`config.mk`:
```
export PLATFORM = sky130hd
export DESIGN_NAME = ddr2pe_ld_flat
export DESIGN_NICKNAME = d
export VERILOG_FILES = /design/src/rtl/ddr2pe_ld_pkg.sv /design/src/rtl/ddr2pe_ld_if.sv /design/src/rtl/ddr2pe_ld_beat_pack.sv /design/src/rtl/ddr2pe_ld.sv /design/src/flat_wrapper.sv
export SDC_FILE = /design/constraint.sdc
export NUM_CORES = 1
export LEC_CHECK = 0
export CORE_MARGIN = 1.5
export CORE_UTILIZATION = 48
export CTS_CLUSTER_DIAMETER = 120
export DETAILED_ROUTE_END_ITERATION = 10
export GPL_TIMING_DRIVEN = 1
export PLACE_DENSITY_LB_ADDON = 0.05
export SLEW_MARGIN = 20
export SYNTH_ARGS = -nofsm -noshare
export SYNTH_HDL_FRONTEND = slang
export SYNTH_SLANG_ARGS = --single-unit
```
`constraint.sdc`:
```
create_clock -name clk -period 10.26 [get_ports clk]
set_clock_uncertainty 0.05 [all_clocks]
set_input_delay 1.026 -clock clk [delete_from_list [all_inputs] [get_ports clk]]
set_output_delay 1.026 -clock clk [all_outputs]
set_load 0.01 [all_outputs]
```
`src/rtl/ddr2pe_ld_pkg.sv`:
```
// Shared loader/drain definitions: buffer geometry, FSM encodings and the
// (ch, pix, row) -> bank/address mapping used by both directions.
package ddr2pe_ld_pkg;

  localparam int ADDR_W = 8;
  localparam int DATA_W = 16;
  localparam int BATCH  = 8;
  localparam int DDR_W  = BATCH / 2 * DATA_W;
  localparam int WORD_W = BATCH * DATA_W;
  localparam int NBANK  = 4;
  localparam int CNT_W  = 4;

  localparam logic [1:0] S_IDLE    = 2'd0;
  localparam logic [1:0] S_LOAD_LO = 2'd1;
  localparam logic [1:0] S_LOAD_HI = 2'd2;
  localparam logic [1:0] S_LAST    = 2'd3;

  typedef struct packed {
    logic [CNT_W-1:0] ch;
    logic [CNT_W-1:0] pix;
    logic [CNT_W-1:0] row;
  } ld_pos_t;

  typedef struct packed {
    logic             single;
    logic [CNT_W-1:0] ch;
    logic [CNT_W-1:0] pix;
    logic [CNT_W-1:0] row;
  } ld_conf_t;

  function automatic logic [1:0] map_bank(input logic row_b0, input logic pix_b0);
    return {row_b0, pix_b0};
  endfunction

  // Rows above 3 alias onto the same strip addresses on purpose.
  function automatic logic [ADDR_W-1:0] map_addr(input logic [CNT_W-1:0] ch,
                                                 input logic row_b1,
                                                 input logic [2:0] pix_hi);
    return {ch, row_b1, pix_hi};
  endfunction

  function automatic logic [NBANK-1:0] bank_onehot(input logic [1:0] bank);
    return NBANK'(1) << bank;
  endfunction

endpackage

```
`src/rtl/ddr2pe_ld_if.sv`:
```
// DDR read streams and activation-buffer write port seen by the loader.
interface ddr2pe_ld_if;
  import ddr2pe_ld_pkg::*;

  logic [DDR_W-1:0]  ddr1_data;
  logic              ddr1_valid;
  logic              ddr1_ready;
  logic [DDR_W-1:0]  ddr2_data;
  logic              ddr2_valid;
  logic              ddr2_ready;
  logic [ADDR_W-1:0] abuf_wr_addr;
  logic [WORD_W-1:0] abuf_wr_data;
  logic [NBANK-1:0]  abuf_wr_en;

  modport slave (
    input  ddr1_data, ddr1_valid, ddr2_data, ddr2_valid,
    output ddr1_ready, ddr2_ready, abuf_wr_addr, abuf_wr_data, abuf_wr_en
  );

  modport master (
    output ddr1_data, ddr1_valid, ddr2_data, ddr2_valid,
    input  ddr1_ready, ddr2_ready, abuf_wr_addr, abuf_wr_data, abuf_wr_en
  );

endinterface

```
`src/rtl/ddr2pe_ld_beat_pack.sv`:
```
// Joins two half-word DDR beats into one buffer word, either side by side
// (dual stream) or across two ddr1 beats via a held LO half (single stream).
module ddr2pe_ld_beat_pack
  import ddr2pe_ld_pkg::*;
(
  input  logic              clk,
  input  logic              rst,
  input  logic              i_single,
  input  logic              i_busy,
  input  logic              i_hi_phase,
  input  logic [DDR_W-1:0]  i_ddr1_data,
  input  logic              i_ddr1_valid,
  input  logic [DDR_W-1:0]  i_ddr2_data,
  input  logic              i_ddr2_valid,
  output logic              o_ddr1_ready,
  output logic              o_ddr2_ready,
  output logic              o_lo_take,
  output logic [WORD_W-1:0] o_word,
  output logic              o_word_valid
);

  logic [DDR_W-1:0] r_lo;
  logic             w_hs1;

  // Dual stream: each side is only ready when its partner has data, so a
  // pair is always taken atomically.
  always_comb begin
    o_ddr1_ready = 1'b0;
    o_ddr2_ready = 1'b0;
    if (i_busy) begin
      if (i_single) begin
        o_ddr1_ready = 1'b1;
      end else begin
        o_ddr1_ready = i_ddr2_valid;
        o_ddr2_ready = i_ddr1_valid;
      end
    end
  end

  assign w_hs1        = i_ddr1_valid && o_ddr1_ready;
  assign o_lo_take    = i_single && !i_hi_phase && w_hs1;
  assign o_word_valid = i_single ? (w_hs1 && i_hi_phase) : (w_hs1 && i_ddr2_valid);
  assign o_word       = i_single ? {i_ddr1_data, r_lo} : {i_ddr2_data, i_ddr1_data};

  always_ff @(posedge clk or posedge rst) begin
    if (rst) begin
      r_lo <= '0;
    end else if (o_lo_take) begin
      r_lo <= i_ddr1_data;
    end
  end

endmodule

```
`src/rtl/ddr2pe_ld.sv`:
```
// DDR-to-PE loader: walks ch/pix/row, writing one packed word per handshake
// into the 4-bank activation buffer.
//   state     | meaning
//   IDLE      | done high, waiting for start
//   LOAD_LO   | waiting for a beat pair (dual) or the LO beat (single)
//   LOAD_HI   | single stream only: LO held, waiting for the HI beat
//   LAST      | final write on the bus, readies low
module ddr2pe_ld
  import ddr2pe_ld_pkg::*;
(
  input  logic       clk,
  input  logic       rst,
  input  logic       i_start,
  output logic       o_done,
  input  logic [3:0] i_conf_layer_type,
  input  logic [3:0] i_conf_ch_num,
  input  logic [3:0] i_conf_pix_num,
  input  logic [3:0] i_conf_row_num,
  ddr2pe_ld_if.slave bus
);

  logic [1:0]        r_state;
  ld_conf_t          r_conf;
  ld_pos_t           r_pos;
  ld_pos_t           w_pos_nxt;
  logic [ADDR_W-1:0] r_wr_addr;
  logic [WORD_W-1:0] r_wr_data;
  logic [NBANK-1:0]  r_wr_en;

  logic              w_busy;
  logic              w_hi_phase;
  logic              w_lo_take;
  logic              w_word_valid;
  logic [WORD_W-1:0] w_word;
  logic              w_last;
  logic              w_unused_type;

  assign w_busy        = (r_state == S_LOAD_LO) || (r_state == S_LOAD_HI);
  assign w_hi_phase    = (r_state == S_LOAD_HI);
  assign w_unused_type = ^{i_conf_layer_type[3:2], i_conf_layer_type[0]};

  ddr2pe_ld_beat_pack u_pack (
    .clk          (clk),
    .rst          (rst),
    .i_single     (r_conf.single),
    .i_busy       (w_busy),
    .i_hi_phase   (w_hi_phase),
    .i_ddr1_data  (bus.ddr1_data),
    .i_ddr1_valid (bus.ddr1_valid),
    .i_ddr2_data  (bus.ddr2_data),
    .i_ddr2_valid (bus.ddr2_valid),
    .o_ddr1_ready (bus.ddr1_ready),
    .o_ddr2_ready (bus.ddr2_ready),
    .o_lo_take    (w_lo_take),
    .o_word       (w_word),
    .o_word_valid (w_word_valid)
  );

  assign w_last = (r_pos.ch == r_conf.ch) && (r_pos.pix == r_conf.pix) &&
                  (r_pos.row == r_conf.row);

  // ch innermost, then pix, then row; each wraps on equality with its conf.
  always_comb begin
    w_pos_nxt = r_pos;
    if (r_pos.ch != r_conf.ch) begin
      w_pos_nxt.ch = r_pos.ch + 4'd1;
    end else begin
      w_pos_nxt.ch = '0;
      if (r_pos.pix != r_conf.pix) begin
        w_pos_nxt.pix = r_pos.pix + 4'd1;
      end else begin
        w_pos_nxt.pix = '0;
        w_pos_nxt.row = (r_pos.row != r_conf.row) ? (r_pos.row + 4'd1) : 4'd0;
      end
    end
  end

  always_ff @(posedge clk or posedge rst) begin
    if (rst) begin
      r_state   <= S_IDLE;
      r_conf    <= '0;
      r_pos     <= '0;
      r_wr_addr <= '0;
      r_wr_data <= '0;
      r_wr_en   <= '0;
    end else begin
      r_wr_en <= '0;
      case (r_state)
        S_IDLE: begin
          if (i_start) begin
            r_conf.single <= i_conf_layer_type[1];
            r_conf.ch     <= i_conf_ch_num;
            r_conf.pix    <= i_conf_pix_num;
            r_conf.row    <= i_conf_row_num;
            r_pos         <= '0;
            r_state       <= S_LOAD_LO;
          end
        end
        S_LOAD_LO, S_LOAD_HI: begin
          if (w_lo_take) begin
            r_state <= S_LOAD_HI;
          end
          if (w_word_valid) begin
            r_wr_en   <= bank_onehot(map_bank(r_pos.row[0], r_pos.pix[0]));
            r_wr_addr <= map_addr(r_pos.ch, r_pos.row[1], r_pos.pix[3:1]);
            r_wr_data <= w_word;
            r_pos     <= w_pos_nxt;
            r_state   <= w_last ? S_LAST : S_LOAD_LO;
          end
        end
        S_LAST: begin
          r_state <= S_IDLE;
        end
        default: begin
          r_state <= S_IDLE;
        end
      endcase
    end
  end

  assign o_done           = (r_state == S_IDLE);
  assign bus.abuf_wr_en   = r_wr_en;
  assign bus.abuf_wr_addr = r_wr_addr;
  assign bus.abuf_wr_data = r_wr_data;

endmodule

```
`src/flat_wrapper.sv`:
```
// flat-port wrapper written by rule: the top's interface ports become plain ports
module ddr2pe_ld_flat import ddr2pe_ld_pkg::*;
  (clk, rst, i_start, o_done, i_conf_layer_type, i_conf_ch_num, i_conf_pix_num, i_conf_row_num, bus_ddr1_data, bus_ddr1_valid, bus_ddr2_data, bus_ddr2_valid, bus_ddr1_ready, bus_ddr2_ready, bus_abuf_wr_addr, bus_abuf_wr_data, bus_abuf_wr_en);
  ddr2pe_ld_if bus_i ();
  input  logic clk;
  input  logic rst;
  input  logic i_start;
  output logic o_done;
  input  logic [3:0] i_conf_layer_type;
  input  logic [3:0] i_conf_ch_num;
  input  logic [3:0] i_conf_pix_num;
  input  logic [3:0] i_conf_row_num;
  input wire logic [$bits(bus_i.ddr1_data)-1:0] bus_ddr1_data;
  input wire logic [$bits(bus_i.ddr1_valid)-1:0] bus_ddr1_valid;
  input wire logic [$bits(bus_i.ddr2_data)-1:0] bus_ddr2_data;
  input wire logic [$bits(bus_i.ddr2_valid)-1:0] bus_ddr2_valid;
  output wire logic [$bits(bus_i.ddr1_ready)-1:0] bus_ddr1_ready;
  output wire logic [$bits(bus_i.ddr2_ready)-1:0] bus_ddr2_ready;
  output wire logic [$bits(bus_i.abuf_wr_addr)-1:0] bus_abuf_wr_addr;
  output wire logic [$bits(bus_i.abuf_wr_data)-1:0] bus_abuf_wr_data;
  output wire logic [$bits(bus_i.abuf_wr_en)-1:0] bus_abuf_wr_en;
  assign bus_i.ddr1_data = bus_ddr1_data;
  assign bus_i.ddr1_valid = bus_ddr1_valid;
  assign bus_i.ddr2_data = bus_ddr2_data;
  assign bus_i.ddr2_valid = bus_ddr2_valid;
  assign bus_ddr1_ready = bus_i.ddr1_ready;
  assign bus_ddr2_ready = bus_i.ddr2_ready;
  assign bus_abuf_wr_addr = bus_i.abuf_wr_addr;
  assign bus_abuf_wr_data = bus_i.abuf_wr_data;
  assign bus_abuf_wr_en = bus_i.abuf_wr_en;
  ddr2pe_ld u_core (.clk(clk), .rst(rst), .i_start(i_start), .o_done(o_done), .i_conf_layer_type(i_conf_layer_type), .i_conf_ch_num(i_conf_ch_num), .i_conf_pix_num(i_conf_pix_num), .i_conf_row_num(i_conf_row_num), .bus(bus_i));
endmodule
```
Yosys cells after proc, flatten, opt, wreduce, memory -nomap -nowiden. Cells that the tools add are included.

Bits in registers: 231. Input bits: 149. Output and inout bits: 143. Logic and storage cells: 69.

$add $sub $neg: 3. Equality and inequality tests: 14. Shift-type cells: 1. Multiplexer cells: 21. Reductions and logical operators: 18.

Operator list (number): 128-bit two-way mux (1); 12-bit two-way mux (2); 4-bit two-way mux (6); 12-bit case mux with 2 select lines (1); 4-bit by 1-bit adder with 4-bit output (second input constant) (3); 4-bit == test (3); 4-bit != test (3); 2-bit two-way mux (4); 8-bit two-way mux (1); 2-bit != test (second input constant) (4); 1-bit logical AND (7); 2-bit case mux with 3 select lines (1); 2-bit AND reduction (3); 1-bit two-way mux (5); 5-bit AND reduction (1); 2-bit == test (second input constant) (2); 4-bit AND reduction (1); 1-bit by 2-bit left shift with 4-bit output (first input constant) (1); 3-bit != test (second input constant) (1); 3-bit AND reduction (1); 2-bit by 1-bit == test with 1-bit output (second input constant) (1); 2-bit logical NOT (1); 2-bit nonzero test (1); 2-bit OR reduction (1); 2 further kinds (2).

Logic depth before layout (Yosys ltp).
Depth after elaboration: 8. Mapped depth: 11. Gate-level depth less buffers: 7.

Modules after synthesis. From an unflattened synthesis, not the netlist that was laid out.

Cell total of the unflattened synthesis: 716. Area, all modules: 10807.9 um^2.

Modules (own cells, without submodules): ddr2pe_ld (instances 1, cells an instance 430, area an instance 6638.9 um^2); ddr2pe_ld_beat_pack (instances 1, cells an instance 286, area an instance 4169.0 um^2).

Least setup slack after synthesis. Ideal clock, no wire load.

Path type: in2out. Start: input port bus_ddr1_valid. End: output port bus_ddr2_ready. Data arrival time: 1335 ps. Path slack: 7849 ps. Stages: 2. Path buffers: 0. Cells stage by stage: nand2_1 > nor2_1.

Cells in the longest elaborated chain, start to end: 2.

Ends and longest elaborated chain: start, declared (RTL line flat_wrapper.sv:14) `input wire logic [$bits(bus_i.ddr1_valid)-1:0] bus_ddr1_valid;`; 1-bit two-way mux (RTL line ddr2pe_ld_beat_pack.sv:31) `if (i_single) begin`; 1-bit two-way mux (RTL line ddr2pe_ld_beat_pack.sv:30) `if (i_busy) begin`; end, declared (RTL line flat_wrapper.sv:18) `output wire logic [$bits(bus_i.ddr2_ready)-1:0] bus_ddr2_ready;`.

No other way between the ends.

Worst setup path after layout.
Start: register u_core.r_conf[12] (netlist bit). End: output port bus_ddr1_ready.

Cells in the longest elaborated chain, start to end: 2.

Ends and longest elaborated chain: start, declared (RTL line ddr2pe_ld.sv:23) `ld_conf_t r_conf;`; 1-bit two-way mux (RTL line ddr2pe_ld_beat_pack.sv:31); 1-bit two-way mux (RTL line ddr2pe_ld_beat_pack.sv:30); end, declared (RTL line flat_wrapper.sv:17) `output wire logic [$bits(bus_i.ddr1_ready)-1:0] bus_ddr1_ready;`.

No other way between the ends.

==> results.txt <==
- Routability Congestion: 0.7978
- Cells along the critical path: buf_4, nor2_1, nor2b_1, clkdlybuf4s50_1
* Nets: 1,291
- Leak Pwr: 6.259 nW
- Clock tree from TritonCTS: done
- Detailed-routing iteration count for the pre-antenna-repair pass: 4
* Post-synthesis cell area: 0.01007 mm²
- Clock buffer count from CTS: 25
* Number of global-route vias before repair: 7,214
* Number of register bits inferred by synthesis: 231
- Dividing the final minimum period by the clock period gives 37.95%.
* Critical path type: reg2out
- Antenna-violating nets left: 0
- Peak ir drop on the vdd network: 0.1631 mV
- Starting density of the core: 49.30%
- Tightest Hold Check Type: reg2reg
* Number of placed cells counting well taps: 1,379
- Worst-skew pair later-pin latency: 0.51 ns
- Row generation in the floorplan step produced 52 rows.
* Most frequent standard cell in the layout excluding fill and tap cells: sky130_fd_sc_hd__clkdlybuf4s50_1
* Non-filler cells in the finished layout: 1,418
* Global-route wire length before repair: 37,750 µm
- Entering global routing, the biggest net connects 111 pins.
- Worst-Margin Slew: 1.002 ns
* Crit-path slowest cell: sky130_fd_sc_hd__buf_4
- Along the worst path, the maximum fanout reaches 55.
* Register area: 0.005784 mm²
* End-of-flow core utilization: 67.69%
- At the worst endpoint, the required time is 9.18 ns.
* Die ar.: 0.02186 mm²
- Cells after Synth: 870
- Normalized max-slew margin: 33.21%
* GRT Util Overall: 21.47%
* Element type at the critical path end: output pin
- The layout has 1,614 filler cells.
- After detailed routing, the total wire length is 23,330 µm.
* Tmin final: 3.894 ns
- CTS built an H-tree with a depth of 1.
* Total power divided by cell area: 299.3 mW/mm²
- Once the clock tree was built, the setup fixing pass inserted 0 buffers.
- Violation count after the first detailed-routing iteration: 239
* Number of buffers inserted for hold repair after clock tree synthesis: 0
* CORE AREA: 0.02043 mm²
* RSZ-0062 raised after global routing: false
* Post-synthesis sequential area ratio: 57.40%
* Kind of cell adding the most delay to the critical path: buffers and inverters
- Detail-routed via count per cell: 5.109
* Post-synth top flop: sky130_fd_sc_hd__dfrtp_1
- Count of buffers inserted at the top-level ports: 288
* Number of pins exceeding their max-slew limit in the final report: 0
- After clock tree synthesis, the clock-pin slew on the worst setup and hold paths is 0.06 ns.
- During synthesis, Yosys emitted a total of 0 warnings.
* Clock root buffer master: sky130_fd_sc_hd__clkbuf_16
- Yosys mapped a number of flops with a built-in enable equal to 0.
- Largest stage delay on the critical path: 0.79 ns
- Area used by multi-input combinational logic: 0.003974 mm²
- The netlist uses 39 different library cells.
* Global-route congestion overflow total: 0
- DR DRC count: 0
* Total number of vias: 7,245
- Setup violations remaining at the end of the flow were counted as 0.
- Half-perimeter wire length after placement: 15,830 µm
* Final hold violation count: 0
* Status: finished clean
* Commonest non-fill, non-tap cells in the layout: sky130_fd_sc_hd__clkdlybuf4s50_1, sky130_fd_sc_hd__dfrtp_1, sky130_fd_sc_hd__nand2_1, sky130_fd_sc_hd__mux2i_1, sky130_fd_sc_hd__o21ai_0
- The worst setup path is launched from a flip-flop.
- Synthesis produced a netlist with a net count of 1,025.
- In the final routed layout, each cell accounts on average for 16.45 µm.
- Max-cap violations in this run came to 0.
- 292 I/O pins were placed.
- Upper clock frequency limit: 256.8 MHz
- Layout cell share with drive strength beyond 1: 11.15%
* Data arrival time of the critical path: 2.82 ns
* Sum of buffers and inverters on the critical path: 2
- Deepest clock path buffer count: 3
- Number of sinks on the clock net: 231
- Measured along the x axis, the die boundary spans 147.9 µm.
- The number of antenna diodes in the final layout is 0.
- For this run, asynchronously set or reset flops after synthesis account for 100.0%.
* Height of the die: 147.9 µm
- After routing, the total negative slack on setup checks comes to 0 ns.
- Area growth from synthesis to layout: 37.32%
- The number of antenna violations at the first check in global routing is 0.
- Synth Area per Inst: 11.58 µm²
* Number of gates resized after CTS: 0
==> path summary, 6_finish.rpt <==
check	start	to	slack [ns]	depth (start not counted)
setup / recovery	u_core.r_conf[12]	bus_ddr1_ready	6.37	4
hold reg to reg	u_core.bus.abuf_wr_addr[3]	u_core.bus.abuf_wr_addr[3]	0.42	2
setup reg to reg	u_core.r_conf[12]	u_core.u_pack.r_lo[56]	6.82	5
min in group asynchronous	rst	u_core.u_pack.r_lo[39]	0.95	2
hold / removal	u_core.bus.abuf_wr_addr[3]	u_core.bus.abuf_wr_addr[3]	0.42	2
max in group asynchronous	rst	u_core.r_conf[12]	6.96	4
==> worst register-to-register path: stages (launching register included) <==
cell and delay (ns):
sky130_fd_sc_hd__dfrtp_4 0.66, sky130_fd_sc_hd__buf_4 0.79, sky130_fd_sc_hd__inv_1 0.15, sky130_fd_sc_hd__or3_2 0.87, sky130_fd_sc_hd__buf_4 0.43, sky130_fd_sc_hd__mux2_2 0.36
==> sequential cells by signal (all words and copies together), names as in the netlist <==
register,cells
u_core.r_pos,12
u_core.r_state,2
u_core.bus.abuf_wr_data,128
u_core.bus.abuf_wr_en,4
u_core.r_conf,13
u_core.bus.abuf_wr_addr,8
u_core.u_pack.r_lo,64
==> power by group <==
| part | total (mW) | internal (mW) | switching [mW] |
|---|---|---|---|
| registers | 1.56 | 1.32 | 0.233 |
| logic | 1.75 | 0.947 | 0.802 |
| clock network | 0.833 | 0.495 | 0.339 |
| total | 4.14 | 2.77 | 1.37 |
==> through the flow <==
step | hold WS [ns] | power (mW) | area (µm²) | setup WS [ns]
after floorplan | 0.4291 | 2.580 | 10070 | 2.851
after global placement | 0.4101 | 3.292 | 13080 | 6.190
after detailed placement | 0.4159 | 3.341 | 13080 | 6.206
after CTS | 0.4296 | 4.196 | 13830 | 6.298
after global routing | 0.4444 | 4.424 | 13830 | 6.168
final | 0.4205 | 4.139 | 13830 | 6.366
==> synthesized netlist by cell type, types with 2 or more instances <==
cell type	count	area, µm²
sky130_fd_sc_hd__nand2_1	158	593.1
sky130_fd_sc_hd__mux2_2	78	878.3
sky130_fd_sc_hd__o2bb2ai_1	2	17.52
sky130_fd_sc_hd__buf_4	10	75.07
sky130_fd_sc_hd__nor2_1	9	33.78
sky130_fd_sc_hd__xnor2_1	4	35.03
sky130_fd_sc_hd__mux2i_1	129	1291
sky130_fd_sc_hd__nor2b_1	2	12.51
sky130_fd_sc_hd__nor3_1	2	10.01
sky130_fd_sc_hd__xor2_1	8	70.07
sky130_fd_sc_hd__o22ai_1	5	31.28
sky130_fd_sc_hd__buf_2	16	80.08
sky130_fd_sc_hd__clkbuf_1	27	101.4
sky130_fd_sc_hd__nand3_1	2	10.01
sky130_fd_sc_hd__ha_1	6	75.07
sky130_fd_sc_hd__o21ai_1	19	95.09
sky130_fd_sc_hd__buf_6	2	22.52
sky130_fd_sc_hd__inv_1	10	37.54
sky130_fd_sc_hd__a21oi_1	7	35.03
sky130_fd_sc_hd__dfrtp_1	231	5781
sky130_fd_sc_hd__and3_1	2	12.51
sky130_fd_sc_hd__nand2b_1	3	18.77
sky130_fd_sc_hd__o21ai_0	122	610.6
==> cells by family after synthesis <==
logic type	count (synthesis)	share of synthesized area [%]
xor gates and xnor gates	12	1.044
AOI/OAI and AO/OA	160	8.250
DFF	231	57.40
muxes	207	21.54
buffers and inverters	66	3.181
and+or+nand+nor	188	7.840
adders and majority gates	6	0.7454
==> area by class of cell <==
cell class	count	share of cell area [%]
clock buffer	33	5.030
clock inverter	6	0.4162
inverter	10	0.3257
multi-input combinational	573	28.73
sequential	231	41.83
tap	270	2.443
timing repair buffer	295	21.23
==> layer usage <==
metal	routed length (µm)	vias to the layer above	part of all wire, %	GRT usage (%)
li1	-	3543	-	-
met1	10080	3468	43	27.70
met2	10880	198	47	35.35
met3	1828	36	7.8	6.512
met4	543	0	2.3	5.644
met5	0	-	0	0
Power figures use the tool's default switching activity.
